==> config.mk <==
export PLATFORM = sky130hd
export DESIGN_NAME = fxd2float_pipe
export DESIGN_NICKNAME = d
export VERILOG_FILES = /design/src/rtl/fxd2float_pkg.sv /design/src/rtl/fxd2float_pipe_lzc.sv /design/src/rtl/fxd2float_pipe.sv
export SDC_FILE = /design/constraint.sdc
export NUM_CORES = 1
export LEC_CHECK = 0
export ABC_AREA = 1
export BUFFER_PORTS_ARGS = -buffer_cell sky130_fd_sc_hd__clkbuf_2
export CAP_MARGIN = 20
export CORE_UTILIZATION = 25
export DETAILED_ROUTE_END_ITERATION = 16
export HOLD_SLACK_MARGIN = 0.1
export PLACE_DENSITY = 0.47
export SLEW_MARGIN = 30
export SYNTH_ARGS = -nofsm -noshare
export SYNTH_HDL_FRONTEND = slang
export SYNTH_HIERARCHICAL = 1
export SYNTH_SLANG_ARGS = --single-unit
==> constraint.sdc <==
create_clock -name clk -period 1.45 [get_ports clk]
set_input_delay 0.145 -clock clk [delete_from_list [all_inputs] [get_ports clk]]
set_output_delay 0.145 -clock clk [all_outputs]
set_load 0.005 [all_outputs]
==> src/rtl/fxd2float_pkg.sv <==
`default_nettype none
// ============================================================================
//  Module   : fxd2float_pkg
//  Purpose  : Shared helpers for the fixed-point to float converter:
//             exponent bias, width of a bit-position field and a field
//             splitter for packed {sign, exponent, mantissa} words.
//  Revision : 1.0 - initial release
// ============================================================================
package fxd2float_pkg;

    // Generic view of a packed float word, wide enough for any supported format.
    typedef struct packed {
        logic        sign;
        logic [31:0] exp;
        logic [63:0] man;
    } float_fields_t;

    // Exponent bias for an exponent field of exp_w bits.
    function automatic int BIAS(input int exp_w);
        return (1 << (exp_w - 1)) - 1;
    endfunction

    // Bits needed to hold a bit position 0..w-1 (at least one bit).
    function automatic int pos_width(input int w);
        return (w <= 2) ? 1 : $clog2(w);
    endfunction

    // Split a right-aligned {sign, exp, man} word into its fields.
    function automatic float_fields_t float_fields(input logic [127:0] word,
                                                   input int exp_w,
                                                   input int man_w);
        float_fields_t f;
        f      = '0;
        f.sign = word[exp_w + man_w];
        for (int i = 0; i < exp_w && i < 32; i++) f.exp[i] = word[man_w + i];
        for (int i = 0; i < man_w && i < 64; i++) f.man[i] = word[i];
        return f;
    endfunction

endpackage
`default_nettype wire

==> src/rtl/fxd2float_pipe_lzc.sv <==
`default_nettype none
// ============================================================================
//  Module   : lzc
//  Purpose  : Combinational leading-zero counter.
//  Ports    : i_vec    - input vector
//             o_count  - number of zeros above the most significant 1
//             o_zero   - i_vec is all zeros (o_count is 0 then)
//  Revision : 1.0 - initial release
// ============================================================================
module lzc
    import fxd2float_pkg::*;
#(
    parameter int WIDTH = 19,
    parameter int CNT_W = pos_width(WIDTH)
)(
    input  logic [WIDTH-1:0] i_vec,
    output logic [CNT_W-1:0] o_count,
    output logic             o_zero
);

    // Upward scan: the last hit is the most significant set bit.
    always_comb begin
        o_count = '0;
        o_zero  = 1'b1;
        for (int i = 0; i < WIDTH; i++) begin
            if (i_vec[i]) begin
                o_count = CNT_W'(WIDTH - 1 - i);
                o_zero  = 1'b0;
            end
        end
    end

endmodule
`default_nettype wire

==> src/rtl/fxd2float_pipe.sv <==
`default_nettype none
// ============================================================================
//  Module   : fxd2float_pipe
//  Purpose  : Three-stage pipelined fixed-point (Qm.n, signed/unsigned) to
//             float converter, round-to-nearest-even, valid/ready handshake
//             with full back-pressure.
//  Ports    : clk, rst            - clock, synchronous active-high reset
//             in_valid/in_ready   - input handshake, in_data fixed-point sample
//             out_valid/out_ready - output handshake
//             out_data            - {sign, exponent, mantissa}
//             out_zero            - input was exactly zero
//             out_inexact         - rounding discarded nonzero bits
//  Revision : 1.0 - initial release
// ============================================================================
module fxd2float_pipe
    import fxd2float_pkg::*;
#(
    parameter int IN_W   = 19,
    parameter int FRAC_W = 0,
    parameter int SIGNED = 0,
    parameter int MAN    = 23,
    parameter int EXP    = 8
)(
    input  logic               clk,
    input  logic               rst,
    input  logic               in_valid,
    output logic               in_ready,
    input  logic [IN_W-1:0]    in_data,
    output logic               out_valid,
    input  logic               out_ready,
    output logic [EXP+MAN:0]   out_data,
    output logic               out_zero,
    output logic               out_inexact
);

    localparam int c_bias     = BIAS(EXP);
    localparam int c_pw       = pos_width(IN_W);
    // Magnitude plus MAN+2 zero bits: room for hidden bit, mantissa and guard
    // even when the input is narrower than the mantissa.
    localparam int c_nw       = IN_W + MAN + 2;
    // exponent = bias + p - FRAC_W with p = IN_W-1-lz
    localparam int c_exp_base = c_bias + IN_W - 1 - FRAC_W;

    if ((IN_W - FRAC_W > c_bias) || (FRAC_W > c_bias - 1)) begin : g_range_check
        $error("fxd2float_pipe: input range does not fit the normal exponent range");
    end

    // ------------------------------------------------------------------------
    // Handshake: a stage loads when its successor is empty or advancing.
    // ------------------------------------------------------------------------
    logic w_ld1, w_ld2, w_ld3;
    logic r_s1_valid, r_s2_valid;

    assign w_ld3    = !out_valid  || out_ready;
    assign w_ld2    = !r_s2_valid || w_ld3;
    assign w_ld1    = !r_s1_valid || w_ld2;
    assign in_ready = w_ld1 && !rst;

    // ------------------------------------------------------------------------
    // S1: sign / magnitude. The most negative input negates to 2^(IN_W-1),
    // which still fits the unsigned IN_W-bit magnitude.
    // ------------------------------------------------------------------------
    logic            w_neg;
    logic [IN_W-1:0] w_mag;
    logic            r_s1_neg;
    logic [IN_W-1:0] r_s1_mag;

    assign w_neg = (SIGNED != 0) && in_data[IN_W-1];
    assign w_mag = w_neg ? (-in_data) : in_data;

    // ------------------------------------------------------------------------
    // S2: leading-one detect.
    // ------------------------------------------------------------------------
    logic [c_pw-1:0] w_lz;
    logic            w_lz_zero;
    logic            r_s2_neg;
    logic [IN_W-1:0] r_s2_mag;
    logic [c_pw-1:0] r_s2_lz;
    logic            r_s2_zero;

    lzc #(
        .WIDTH (IN_W),
        .CNT_W (c_pw)
    ) u_lzc (
        .i_vec   (r_s1_mag),
        .o_count (w_lz),
        .o_zero  (w_lz_zero)
    );

    // ------------------------------------------------------------------------
    // S3: normalise, round to nearest even, pack.
    // After the shift the hidden bit would sit at c_nw-1; it is dropped.
    // ------------------------------------------------------------------------
    logic [c_nw-2:0]    w_norm;
    logic [MAN-1:0]     w_man_trunc;
    logic               w_guard, w_sticky, w_round, w_carry, w_inexact;
    logic [MAN:0]       w_man_sum;
    logic [EXP-1:0]     w_exp;
    logic [EXP+MAN:0]   w_packed;

    assign w_norm      = (c_nw-1)'({r_s2_mag, {(MAN+2){1'b0}}} << r_s2_lz);
    assign w_man_trunc = w_norm[c_nw-2 -: MAN];
    assign w_guard     = w_norm[IN_W];
    assign w_sticky    = |w_norm[IN_W-1:0];
    assign w_round     = w_guard && (w_sticky || w_man_trunc[0]);
    assign w_man_sum   = {1'b0, w_man_trunc} + {{MAN{1'b0}}, w_round};
    // A carry out leaves the mantissa all zeros and bumps the exponent.
    assign w_carry     = w_man_sum[MAN];
    assign w_exp       = EXP'(c_exp_base) - EXP'(r_s2_lz) + EXP'(w_carry);
    assign w_inexact   = w_guard || w_sticky;
    assign w_packed    = r_s2_zero ? '0 : {r_s2_neg, w_exp, w_man_sum[MAN-1:0]};

    // ------------------------------------------------------------------------
    // Stage registers. Data is only captured alongside a valid bit so idle
    // outputs keep their last value.
    // ------------------------------------------------------------------------
    always_ff @(posedge clk) begin
        if (rst) begin
            r_s1_valid  <= 1'b0;
            r_s1_neg    <= 1'b0;
            r_s1_mag    <= '0;
            r_s2_valid  <= 1'b0;
            r_s2_neg    <= 1'b0;
            r_s2_mag    <= '0;
            r_s2_lz     <= '0;
            r_s2_zero   <= 1'b0;
            out_valid   <= 1'b0;
            out_data    <= '0;
            out_zero    <= 1'b0;
            out_inexact <= 1'b0;
        end else begin
            if (w_ld1) begin
                r_s1_valid <= in_valid;
                if (in_valid) begin
                    r_s1_neg <= w_neg;
                    r_s1_mag <= w_mag;
                end
            end
            if (w_ld2) begin
                r_s2_valid <= r_s1_valid;
                if (r_s1_valid) begin
                    r_s2_neg  <= r_s1_neg;
                    r_s2_mag  <= r_s1_mag;
                    r_s2_lz   <= w_lz;
                    r_s2_zero <= w_lz_zero;
                end
            end
            if (w_ld3) begin
                out_valid <= r_s2_valid;
                if (r_s2_valid) begin
                    out_data    <= w_packed;
                    out_zero    <= r_s2_zero;
                    out_inexact <= r_s2_zero ? 1'b0 : w_inexact;
                end
            end
        end
    end

endmodule
`default_nettype wire

==> summary.txt <==
Run status
  • Status: finished, final reports clean

STA
  • Slew Viols, Final: 0
  • Crit path time final: 1.45 ns
  • Final Setup Violations: 0
  • Final setup skew: 0.00871 ns
  • Fmax: 691 MHz
  • RSZ-0062 raised after global routing: yes
  • Final Hold Fails: 0
  • Fin crit share: 0.998

Logic synthesis
  • Dominant synthesized flop cell: dfxtp_1
  • Share of the synthesized area in the top cell type: 0.405
  • Synthesized cell area: 3600 um2
  • Sequential fraction of the synthesis area: 0.405
  • Post-Syn Instances: 550
  • Largest cells by area after synthesis: dfxtp_1 (41%), nand2_1 (15%), nor2_1 (11%)
  • Average size of a mapped cell: 6.55 um2
  • Most common cell in the netlist: nand2_1
  • Yosys warnings: 6
  • Register bit total from synthesis: 73
  • Cell taking the most area after synthesis: dfxtp_1
  • Post-synth EDFFs: 0
  • Synth cell count leaders: nand2_1 (145), nor2_1 (101), dfxtp_1 (73)
  • Yosys cell types: 29
  • Asr flop ratio synth: 0

GRT
  • Vias in the first global route: 3271
  • Tot GR Track Use: 0.136
  • Initial antenna violation count: 0
  • Pin count of the biggest net entering global routing: 30
  • Total grt overflow: 0
  • First-pass GRT wire length: 15700 um

Floorplan
  • DIE AREA: 14900 um2
  • Initial core utilization: 0.258
  • Die width: 122 um
  • Core area: 14000 um2
  • FP Rows: 43
  • Die Ht: 122 um
  • Ports: 59

Place
  • Dpl cell area: 4150 um2
  • HPWL after DPL: 7090 um
  • GPL Wtd Cong: 0.834
  • IO buf count: 51
  • Placed Cells: 781

Worst setup path
  • Crit. End Element: flop
  • Data arrival time of the worst path: 1.73 ns
  • Critical Path Source Type: flop
  • Max Fanout on Critical Path: 3
  • Worst path required time: 1.73 ns
  • WS Path Type: flop to flop

Clock tree
  • CTS buffer count: 9
  • CTS tree: done
  • TritonCTS Sinks: 73
  • H-tree Lvls: 3
  • Clock Pin Slew Worst Setup and Hold Paths: 0.06 ns
  • Clock tree buffer depth: 2
  • Worst-Skew Late Latency: 0.34 ns
  • Root Driver: clkbuf_16

Final layout
  • Layout cells sized above 1: 0.218
  • P&R area growth vs syn: 31.7%
  • # nets final: 658
  • Ant. Diodes: 0
  • Non-Filler Instances: 819
  • Design Area, Final: 4750 um2

Drt
  • # DRC: 0
  • Final wirelength: 9420 um
  • Wirelength per Cell: 11.5 um
  • Vias: 3616
  • First-pass DRT Iterations: 4
  • Post-route ant nets: 0
  • 1st-iter DRT viols: 197
  • Via density: 4.42

Power and ir drop
  • Static leakage: 2.15 nW
  • Pwr Density: 1140 nW/um2
  • Worst vdd ir: 602 uV

Job
  • Max Cap Viol: 0

Min path
  • Hold crit path type: primary input to flop
==> area by class of cell <==
type / count / area [um2]
fillers: 1547 / 9240
multi-input cells: 410 / 1860
flip-flops and latches: 73 / 1480
repair buffers: 101 / 722
clock buffers: 11 / 253
well taps: 180 / 225
inverters: 39 / 149
clock inverters: 5 / 62.6
==> metal layers <==
| metal | part of all wire | global-route usage | up-vias |
|---|---|---|---|
| met5 | 0 | 0 | - |
| met4 | 0.015 | 0.0511 | 0 |
| met3 | 0.042 | 0.0449 | 11 |
| met2 | 0.44 | 0.208 | 72 |
| met1 | 0.50 | 0.177 | 1613 |
| li1 | - | - | 1920 |
==> critical path, cell delays in order, from the launching register on <==
cell and delay (ns):
dfxtp_2 0.32, inv_1 0.04, nand2_1 0.04, nand2_1 0.05, nand2_1 0.05, nand2_1 0.05, nand2_1 0.04, nand2_1 0.06
nand2_1 0.05, nand2_1 0.06, nand2_1 0.04, nand2_1 0.05, nand2_1 0.04, nand2_1 0.05, nand2_1 0.05, nand2_1 0.05
nand2_1 0.05, a21oi_2 0.12, o21ai_1 0.06, a21oi_1 0.11
==> state kept, by name (all words and copies together) (netlist names) <==
register and cells:
out_data 26, r_s1_mag 19, r_s2_mag 18, r_s2_lz 5, out_valid 1, out_zero 1
r_s1_valid 1, r_s2_valid 1, r_s2_zero 1
==> logic make-up (layout without fill, tap and decap cells) <==
logic type / after synthesis / after routing / share of synthesized area
compound gates: 92 / 92 / 0.135
fa+ha+maj: 1 / 1 / 0.00347
buf+inv: 73 / 156 / 0.0972
flops: 73 / 73 / 0.405
other cells: 1 / 7 / 0.00104
simple gates: 310 / 310 / 0.358
==> report_power, final <==
part	leakage (nW)	internal (W)	switching (W)
logic	1.40	0.000360	0.000506
clock network	0.148	0.00143	0.000888
registers	0.602	0.00212	0.0000895
total	2.15	0.00391	0.00148
==> layout by cell type, fill, tap and decap left out, types with 2 or more instances in the layout <==
cell	count
clkbuf_8	2
buf_12	3
a21oi_2	2
nor2_1	94
dfxtp_1	64
clkbuf_2	51
inv_2	12
dlygate4sd3_1	20
nor2_2	7
a22oi_1	2
o21ai_1	15
a21oi_1	35
dfxtp_2	8
nor3_1	4
clkbuf_16	9
clkinvlp_4	2
o21ai_0	31
conb_1	7
a31oi_1	3
nand2_4	3
inv_1	26
nand3_1	49
nand4_1	2
nand2_1	144
nor2_4	3
buf_4	26
==> worst paths after layout <==
check,startpoint,endpoint,slack [ns],cells after the start
worst max register to register,r_s1_mag[2]$_SDFFE_PP0P_,r_s2_lz[0]$_SDFFE_PP0P_,0.003,19
worst min-delay path,out_ready,r_s2_valid$_SDFFE_PP0P_,0.21,6
worst max-delay path,r_s1_mag[2]$_SDFFE_PP0P_,r_s2_lz[0]$_SDFFE_PP0P_,0.003,19
worst min register to register,out_data[8]$_SDFFE_PP0P_,out_data[8]$_SDFFE_PP0P_,0.47,2
==> repair_timing <==
item                                   4_1_cts  5_1_grt
gates resized for setup                      1       24
setup endpoints to repair                    1       35
setup buffers                                0        2
gates cloned                                 0        0
endpoints found under the hold margin       20        0
hold buffers                                20        0
pin swaps                                    0       13
==> per-stage QoR <==
stage               setup TNS, ns  hold WS, ns  setup WS (ns)  power [W]   util
CTS                             0        0.194        0.00680    0.00546  0.334
global placement                0        0.386         0.0243    0.00305  0.297
floorplan                       0        0.293         0.0676    0.00279      -
detailed placement              0        0.396         0.0162    0.00305  0.297
global route               -0.352        0.237         -0.157    0.00570  0.339
finish                          0        0.206        0.00327    0.00539  0.339
(Power assumes the default switching activity.)
